### src/rtl/flash_pkg.sv
//------------------------------------------------------------------------------
// Module  : flash_pkg
// Brief   : Shared FSM encoding and default sample-region bounds for the
//           flash sample reader.
// Revision: 1.0 - initial release
//------------------------------------------------------------------------------
`default_nettype none

package flash_pkg;

  localparam int unsigned FLASH_ADDR_W     = 23;
  localparam logic [22:0] FLASH_START_ADDR = 23'h000000;
  localparam logic [22:0] FLASH_END_ADDR   = 23'h07FFFF;

  typedef enum logic [1:0] {
    ST_IDLE      = 2'd0,
    ST_REQ       = 2'd1,
    ST_WAIT_DATA = 2'd2,
    ST_EMIT      = 2'd3
  } state_e;

endpackage

`default_nettype wire

### src/rtl/flash_sample_reader_if.sv
//------------------------------------------------------------------------------
// Module  : flash_sample_reader_if
// Brief   : Avalon-MM read-only bus between the sample reader and flash.
// Revision: 1.0 - initial release
//------------------------------------------------------------------------------
`default_nettype none

interface flash_sample_reader_if #(
  parameter int unsigned ADDR_W = 23
);
  logic              flash_mem_read;
  logic [ADDR_W-1:0] flash_mem_address;
  logic [3:0]        flash_mem_byteenable;
  logic              flash_mem_waitrequest;
  logic [31:0]       flash_mem_readdata;
  logic              flash_mem_readdatavalid;

  modport master (
    output flash_mem_read, flash_mem_address, flash_mem_byteenable,
    input  flash_mem_waitrequest, flash_mem_readdata, flash_mem_readdatavalid
  );

  modport slave (
    input  flash_mem_read, flash_mem_address, flash_mem_byteenable,
    output flash_mem_waitrequest, flash_mem_readdata, flash_mem_readdatavalid
  );
endinterface

`default_nettype wire

### src/rtl/sample_addr_gen.sv
//------------------------------------------------------------------------------
// Module  : sample_addr_gen
// Brief   : Flash word-address register with step/wrap and restart rewind.
// Revision: 1.0 - initial release
//------------------------------------------------------------------------------
`default_nettype none

module sample_addr_gen import flash_pkg::*; #(
  parameter int unsigned       ADDR_W     = FLASH_ADDR_W,
  parameter logic [ADDR_W-1:0] START_ADDR = ADDR_W'(FLASH_START_ADDR),
  parameter logic [ADDR_W-1:0] END_ADDR   = ADDR_W'(FLASH_END_ADDR)
) (
  input  logic              inclk,
  input  logic              reset_n,
  input  logic              advance_i,
  input  logic              adv_dir_i,
  input  logic              restart_i,
  input  logic              restart_dir_i,
  output logic [ADDR_W-1:0] addr_o
);

  logic [ADDR_W-1:0] addr_q, addr_d;

  // Restart wins over a same-cycle advance.
  always_comb begin
    addr_d = addr_q;
    if (restart_i) begin
      addr_d = restart_dir_i ? START_ADDR : END_ADDR;
    end else if (advance_i) begin
      if (adv_dir_i) begin
        addr_d = (addr_q == END_ADDR) ? START_ADDR : addr_q + ADDR_W'(1);
      end else begin
        addr_d = (addr_q == START_ADDR) ? END_ADDR : addr_q - ADDR_W'(1);
      end
    end
  end

  always_ff @(posedge inclk or negedge reset_n) begin
    if (!reset_n) begin
      addr_q <= START_ADDR;
    end else begin
      addr_q <= addr_d;
    end
  end

  assign addr_o = addr_q;

endmodule

`default_nettype wire

### src/rtl/flash_sample_reader.sv
//------------------------------------------------------------------------------
// Module  : flash_sample_reader
// Brief   : Streams 16-bit samples out of 32-bit flash words on demand.
//           Optional macro OVERRUN_CNT_EN enables the dropped-tick counter.
// Revision: 1.0 - initial release
//------------------------------------------------------------------------------
`default_nettype none

module flash_sample_reader import flash_pkg::*; #(
  parameter int unsigned       ADDR_W     = FLASH_ADDR_W,
  parameter logic [ADDR_W-1:0] START_ADDR = ADDR_W'(FLASH_START_ADDR),
  parameter logic [ADDR_W-1:0] END_ADDR   = ADDR_W'(FLASH_END_ADDR)
) (
  input  logic                          inclk,
  input  logic                          reset_n,
  input  logic                          sample_tick,
  input  logic                          play_en,
  input  logic                          direction,
  input  logic                          restart,
  flash_sample_reader_if.master         avm,
  output logic [15:0]                   sample_out,
  output logic                          sample_valid,
  output logic                          busy,
  output logic [15:0]                   overrun_count
);

  state_e      state_q, state_d;
  logic        buf_valid_q, buf_valid_d;
  logic [15:0] buf_q, buf_d;
  logic        buf_dir_q, buf_dir_d;
  logic        fetch_dir_q, fetch_dir_d;
  logic        pend_q, pend_d;
  logic        rst_pend_q, rst_pend_d;
  logic        rst_dir_q, rst_dir_d;
  logic [15:0] sample_q, sample_d;

  logic tick_acc, serve, apply_rst, adv, rs, rs_dir;
  logic [ADDR_W-1:0] addr;

  assign tick_acc = sample_tick & play_en;

  always_comb begin
    state_d     = state_q;
    buf_valid_d = buf_valid_q;
    buf_d       = buf_q;
    buf_dir_d   = buf_dir_q;
    fetch_dir_d = fetch_dir_q;
    pend_d      = pend_q;
    rst_pend_d  = rst_pend_q;
    rst_dir_d   = rst_dir_q;
    sample_d    = sample_q;
    adv         = 1'b0;
    rs          = 1'b0;
    rs_dir      = direction;
    serve       = 1'b0;
    apply_rst   = 1'b0;

    if (state_q == ST_IDLE) begin
      if (restart) begin
        rs          = 1'b1;
        buf_valid_d = 1'b0;
        pend_d      = 1'b0;
      end
      serve = tick_acc | (pend_q & ~restart);
      if (serve) begin
        // A fresh tick arriving alongside a pending one stays parked.
        pend_d = tick_acc & pend_q & ~restart;
        if (buf_valid_q & ~restart) begin
          sample_d    = buf_q;
          buf_valid_d = 1'b0;
          adv         = 1'b1;
          state_d     = ST_EMIT;
        end else begin
          fetch_dir_d = direction;
          state_d     = ST_REQ;
        end
      end
    end else begin
      if (restart) begin
        rst_pend_d = 1'b1;
        rst_dir_d  = direction;
        pend_d     = 1'b0;
      end
      if (tick_acc) begin
        pend_d = 1'b1;
      end
      apply_rst = restart | rst_pend_q;
      case (state_q)
        ST_REQ: begin
          if (!avm.flash_mem_waitrequest) state_d = ST_WAIT_DATA;
        end
        ST_WAIT_DATA: begin
          if (avm.flash_mem_readdatavalid) begin
            if (apply_rst) begin
              state_d = ST_IDLE;
            end else begin
              sample_d    = fetch_dir_q ? avm.flash_mem_readdata[15:0]  : avm.flash_mem_readdata[31:16];
              buf_d       = fetch_dir_q ? avm.flash_mem_readdata[31:16] : avm.flash_mem_readdata[15:0];
              buf_valid_d = 1'b1;
              buf_dir_d   = fetch_dir_q;
              state_d     = ST_EMIT;
            end
          end
        end
        default: state_d = ST_IDLE;
      endcase
      // A latched rewind takes effect only once the bus transaction is over.
      if (apply_rst && (state_d == ST_IDLE)) begin
        rs          = 1'b1;
        rs_dir      = restart ? direction : rst_dir_q;
        rst_pend_d  = 1'b0;
        buf_valid_d = 1'b0;
      end
    end
  end

  always_ff @(posedge inclk or negedge reset_n) begin
    if (!reset_n) begin
      state_q     <= ST_IDLE;
      buf_valid_q <= 1'b0;
      buf_q       <= '0;
      buf_dir_q   <= 1'b1;
      fetch_dir_q <= 1'b1;
      pend_q      <= 1'b0;
      rst_pend_q  <= 1'b0;
      rst_dir_q   <= 1'b1;
      sample_q    <= '0;
    end else begin
      state_q     <= state_d;
      buf_valid_q <= buf_valid_d;
      buf_q       <= buf_d;
      buf_dir_q   <= buf_dir_d;
      fetch_dir_q <= fetch_dir_d;
      pend_q      <= pend_d;
      rst_pend_q  <= rst_pend_d;
      rst_dir_q   <= rst_dir_d;
      sample_q    <= sample_d;
    end
  end

  sample_addr_gen #(
    .ADDR_W     (ADDR_W),
    .START_ADDR (START_ADDR),
    .END_ADDR   (END_ADDR)
  ) u_addr_gen (
    .inclk         (inclk),
    .reset_n       (reset_n),
    .advance_i     (adv),
    .adv_dir_i     (buf_dir_q),
    .restart_i     (rs),
    .restart_dir_i (rs_dir),
    .addr_o        (addr)
  );

`ifdef OVERRUN_CNT_EN
  logic [15:0] ovr_q;
  logic        drop;

  assign drop = tick_acc & pend_q & ~restart & (state_q != ST_IDLE);

  always_ff @(posedge inclk or negedge reset_n) begin
    if (!reset_n) begin
      ovr_q <= '0;
    end else if (drop && (ovr_q != 16'hFFFF)) begin
      ovr_q <= ovr_q + 16'd1;
    end
  end

  assign overrun_count = ovr_q;
`else
  assign overrun_count = 16'h0000;
`endif

  assign avm.flash_mem_read       = (state_q == ST_REQ);
  assign avm.flash_mem_address    = addr;
  assign avm.flash_mem_byteenable = 4'b1111;
  assign sample_out               = sample_q;
  assign sample_valid             = (state_q == ST_EMIT);
  assign busy                     = (state_q != ST_IDLE);

endmodule

`default_nettype wire

### src/flat_wrapper.sv
// flat-port wrapper written by rule: the top's interface ports become plain ports
module flash_sample_reader_flat import flash_pkg::*;
#(
  parameter int unsigned       ADDR_W     = FLASH_ADDR_W,
  parameter logic [ADDR_W-1:0] START_ADDR = ADDR_W'(FLASH_START_ADDR),
  parameter logic [ADDR_W-1:0] END_ADDR   = ADDR_W'(FLASH_END_ADDR)
)
  (inclk, reset_n, sample_tick, play_en, direction, restart, sample_out, sample_valid, busy, overrun_count, avm_flash_mem_read, avm_flash_mem_address, avm_flash_mem_byteenable, avm_flash_mem_waitrequest, avm_flash_mem_readdata, avm_flash_mem_readdatavalid);
  flash_sample_reader_if #(.ADDR_W(ADDR_W)) avm_i ();
  input  logic inclk;
  input  logic reset_n;
  input  logic sample_tick;
  input  logic play_en;
  input  logic direction;
  input  logic restart;
  output logic [15:0] sample_out;
  output logic sample_valid;
  output logic busy;
  output logic [15:0] overrun_count;
  output wire logic [$bits(avm_i.flash_mem_read)-1:0] avm_flash_mem_read;
  output wire logic [$bits(avm_i.flash_mem_address)-1:0] avm_flash_mem_address;
  output wire logic [$bits(avm_i.flash_mem_byteenable)-1:0] avm_flash_mem_byteenable;
  input wire logic [$bits(avm_i.flash_mem_waitrequest)-1:0] avm_flash_mem_waitrequest;
  input wire logic [$bits(avm_i.flash_mem_readdata)-1:0] avm_flash_mem_readdata;
  input wire logic [$bits(avm_i.flash_mem_readdatavalid)-1:0] avm_flash_mem_readdatavalid;
  assign avm_flash_mem_read = avm_i.flash_mem_read;
  assign avm_flash_mem_address = avm_i.flash_mem_address;
  assign avm_flash_mem_byteenable = avm_i.flash_mem_byteenable;
  assign avm_i.flash_mem_waitrequest = avm_flash_mem_waitrequest;
  assign avm_i.flash_mem_readdata = avm_flash_mem_readdata;
  assign avm_i.flash_mem_readdatavalid = avm_flash_mem_readdatavalid;
  flash_sample_reader #(.ADDR_W(ADDR_W), .START_ADDR(START_ADDR), .END_ADDR(END_ADDR)) u_core (.inclk(inclk), .reset_n(reset_n), .sample_tick(sample_tick), .play_en(play_en), .direction(direction), .restart(restart), .avm(avm_i), .sample_out(sample_out), .sample_valid(sample_valid), .busy(busy), .overrun_count(overrun_count));
endmodule
### config.mk
export PLATFORM = sky130hd
export DESIGN_NAME = flash_sample_reader_flat
export DESIGN_NICKNAME = d
export VERILOG_FILES = /design/src/rtl/flash_pkg.sv /design/src/rtl/flash_sample_reader_if.sv /design/src/rtl/sample_addr_gen.sv /design/src/rtl/flash_sample_reader.sv /design/src/flat_wrapper.sv
export SDC_FILE = /design/constraint.sdc
export NUM_CORES = 1
export LEC_CHECK = 0
export ABC_AREA = 0
export CORE_ASPECT_RATIO = 1.2
export CORE_MARGIN = 5
export CORE_UTILIZATION = 50
export DETAILED_ROUTE_END_ITERATION = 8
export PLACE_DENSITY = 0.89
export SYNTH_ARGS = -nofsm -noshare
export SYNTH_HDL_FRONTEND = slang
export SYNTH_SLANG_ARGS = --single-unit
### constraint.sdc
create_clock -name inclk -period 4.42 [get_ports inclk]
set_clock_uncertainty 0.1 [all_clocks]
set_input_delay 1.326 -clock inclk [delete_from_list [all_inputs] [get_ports inclk]]
set_output_delay 1.326 -clock inclk [all_outputs]
set_load 0.005 [all_outputs]
==> flow_metrics.env <==
export IMPL_status="complete, no violations"
export IMPL_synth_ff_type="dfrtp_1"
export IMPL_yosysTopAreaCell="dfrtp_1"
export IMPL_finalNetCount=631
export IMPL_rsz0062_at_grt="false"
export IMPL_yosysMostFrequentCell="dfrtp_1"
export IMPL_powerDensity_mw_per_mm2=625
export IMPL_overflow=0
export IMPL_path_cells="clkdlybuf4s50_1, and4bb_1, and2_1, a211o_1, a21oi_1, buf_4, nand2_1, o211a_1"
export IMPL_crit_path_max_incr_delay_ps=680
export IMPL_cp_end_kind="flip-flop"
export IMPL_async_flop_share=1.00
export IMPL_drc=0
export IMPL_layout_cells_non_filler=709
export IMPL_synth_ff_latch_count=63
export IMPL_syn_instance_count=539
export IMPL_cts_root_buf="clkbuf_8"
export IMPL_ctsResizeCount=0
export IMPL_vias=4381
export IMPL_clk_path_buf_depth=2
export IMPL_place_inst=693
export IMPL_diodes=0
export IMPL_path_class="in -> reg"
export IMPL_finalCritPeriodShare=0.796
export IMPL_grt_max_degree=44
export IMPL_fmax_ghz=0.284
export IMPL_maxCapViolCount=0
export IMPL_drt_first_pass_iters=6
export IMPL_die_w_um=97.1
export IMPL_power_leakage_nw=2.22
export IMPL_viasPerCell=6.18
export IMPL_core_mm2=0.00899
export IMPL_ios=102
export IMPL_drt_wl_total_um=12200
export IMPL_drv_slew=0
export IMPL_cp_required_ps=4550
export IMPL_start_kind="input port"
export IMPL_clk_pin_slew_ps=70
export IMPL_drtIter0Drc=396
export IMPL_grt_pass1_wl_um=20100
export IMPL_cts_tree="yes"
export IMPL_cts_setup_buffers=0
export IMPL_antenna_left=0
export IMPL_syn_area_mm2=0.00455
export IMPL_synth_edff_count=0
export IMPL_areaGrowthSynthToFinish_pct=20.0
export IMPL_wl_per_cell_um=17.2
export IMPL_fin_crit_ps=3520
export IMPL_setup_tns_ps=0
export IMPL_gp_congestion=0.926
export IMPL_worstHoldPathType="reg -> reg"
export IMPL_detailed_place_hpwl_um=8600
export IMPL_cp_slowest_cell="clkdlybuf4s50_1"
export IMPL_dieArea_mm2=0.0111
export IMPL_die_y_um=115
export IMPL_ys_seq_area_frac=0.347
export IMPL_cts_hold_buf=0
export IMPL_synth_cell_types=67
export IMPL_setup_viol=0
export IMPL_cts_sinks=63
export IMPL_relSlewSlack=0.351
export IMPL_yosys_warnings=0
export IMPL_start_util=0.506
export IMPL_netlist_area_leader_share=0.330
export IMPL_htree_levels=3
export IMPL_cts_made_buffers=9
export IMPL_syn_area_per_cell_um2=8.44
export IMPL_antenna_found_initial=0
export IMPL_clk_latency_ps=350
export IMPL_fp_row_count=38
export IMPL_whs_ps=388
export IMPL_synthTopCellsByCount="dfrtp_1 (60), a21oi_1 (55), nor2_1 (47)"
export IMPL_max_vdd_ir_drop_mv=0.283
export IMPL_power_mw=3.41
export IMPL_grt_use_total=0.217
export IMPL_hold_viol=0
export IMPL_cp_max_fo=11
export IMPL_synthTopCellsByArea="dfrtp_1 (33%), mux2i_1 (7.3%), a21oi_1 (6.0%)"
export IMPL_portBuffers=81
export IMPL_grt_pass1_vias=4248
export IMPL_arrival_ps=3650
export IMPL_worstMarginPinSlew_ps=967
export IMPL_drive_above_1_share=0.0730
-- worst max-delay path, delay by kind of cell --
kind            cells  cell delay, ps
buf+inv             2             900
simple gates        3             760
compound gates      3             660
-- sequential cells by signal (all words and copies together), names as in the netlist --
signal,flops
u_core.fetch_dir_q,1
u_core.buf_valid_q,1
u_core.rst_pend_q,1
u_core.sample_out,16
u_core.buf_q,16
u_core.pend_q,1
u_core.buf_dir_q,1
u_core.state_q,2
u_core.rst_dir_q,1
u_core.u_addr_gen.addr_o,23
-- per-layer routing --
metal / vias to the layer above / wire length, µm / track usage
met4: 0 / 252 / 0.0955
met2: 247 / 6040 / 0.364
met5: - / 0 / 0
met1: 2080 / 4830 / 0.267
met3: 33 / 1060 / 0.0518
li1: 2021 / - / -
-- power breakdown --
group	switching [mW]	internal, mW	total [mW]
clock network	0.241	0.333	0.574
logic	0.795	0.826	1.62
registers	0.430	0.786	1.22
total	1.47	1.94	3.41
-- cells in the final DEF (no fill, tap or decap), types with 17 or more instances in the layout --
| master | count |
|---|---|
| o21ai_0 | 35 |
| conb_1 | 20 |
| dfrtp_1 | 60 |
| nand3_1 | 17 |
| a21oi_1 | 55 |
| nor2_1 | 46 |
| clkdlybuf4s50_1 | 80 |
| mux2i_1 | 33 |
| nand2_1 | 36 |
| nor3_1 | 20 |
-- logic make-up after synthesis --
group,count (synthesis),share of synthesized area
AND/OR/NAND/NOR,179,0.211
AO/OA/AOI/OAI,155,0.215
buffers and inverters,79,0.0907
flip-flops,63,0.347
multiplexers,36,0.0800
XOR/XNOR,18,0.0346
adder cells (fa/ha/maj),7,0.0192
other,2,0.00165
-- worst paths after layout --
check / from / slack [ps] / depth (start not counted) / endpoint
max: restart / 900 / 8 / u_core.u_addr_gen.addr_o[14]$_DFFE_PN0P_
min: u_core.sample_out[2]$_DFFE_PN0P_ / 390 / 2 / u_core.sample_out[2]$_DFFE_PN0P_
max reg2reg: u_core.u_addr_gen.addr_o[5]$_DFFE_PN0P_ / 1380 / 6 / u_core.u_addr_gen.addr_o[9]$_DFFE_PN0P_
min reg2reg: u_core.sample_out[2]$_DFFE_PN0P_ / 390 / 2 / u_core.sample_out[2]$_DFFE_PN0P_
max in group asynchronous: reset_n / 2300 / 2 / u_core.rst_dir_q$_DFFE_PN1N_
min in group asynchronous: reset_n / 990 / 1 / u_core.u_addr_gen.addr_o[6]$_DFFE_PN0P_
-- through the flow --
step           instance area (µm²)  utilization  worst slack (ps)
2_1_floorplan                 4620            -              1370
3_5_place_dp                  5240        0.583               611
5_1_grt                       5460        0.608               793
3_3_place_gp                  5240        0.583               666
4_1_cts                       5460        0.608               960
6_report                      5460        0.608               901
-- area by class of cell --
class,count,area [µm²]
Multi-Input combinational cell,415,2630
Sequential cell,63,1580
Tap cell,120,150
Timing Repair Buffer,87,851
Inverter,8,30.0
Clock buffer,11,141
Clock inverter,5,81.3
Fill cell,745,3520
(Power assumes the default switching activity.)
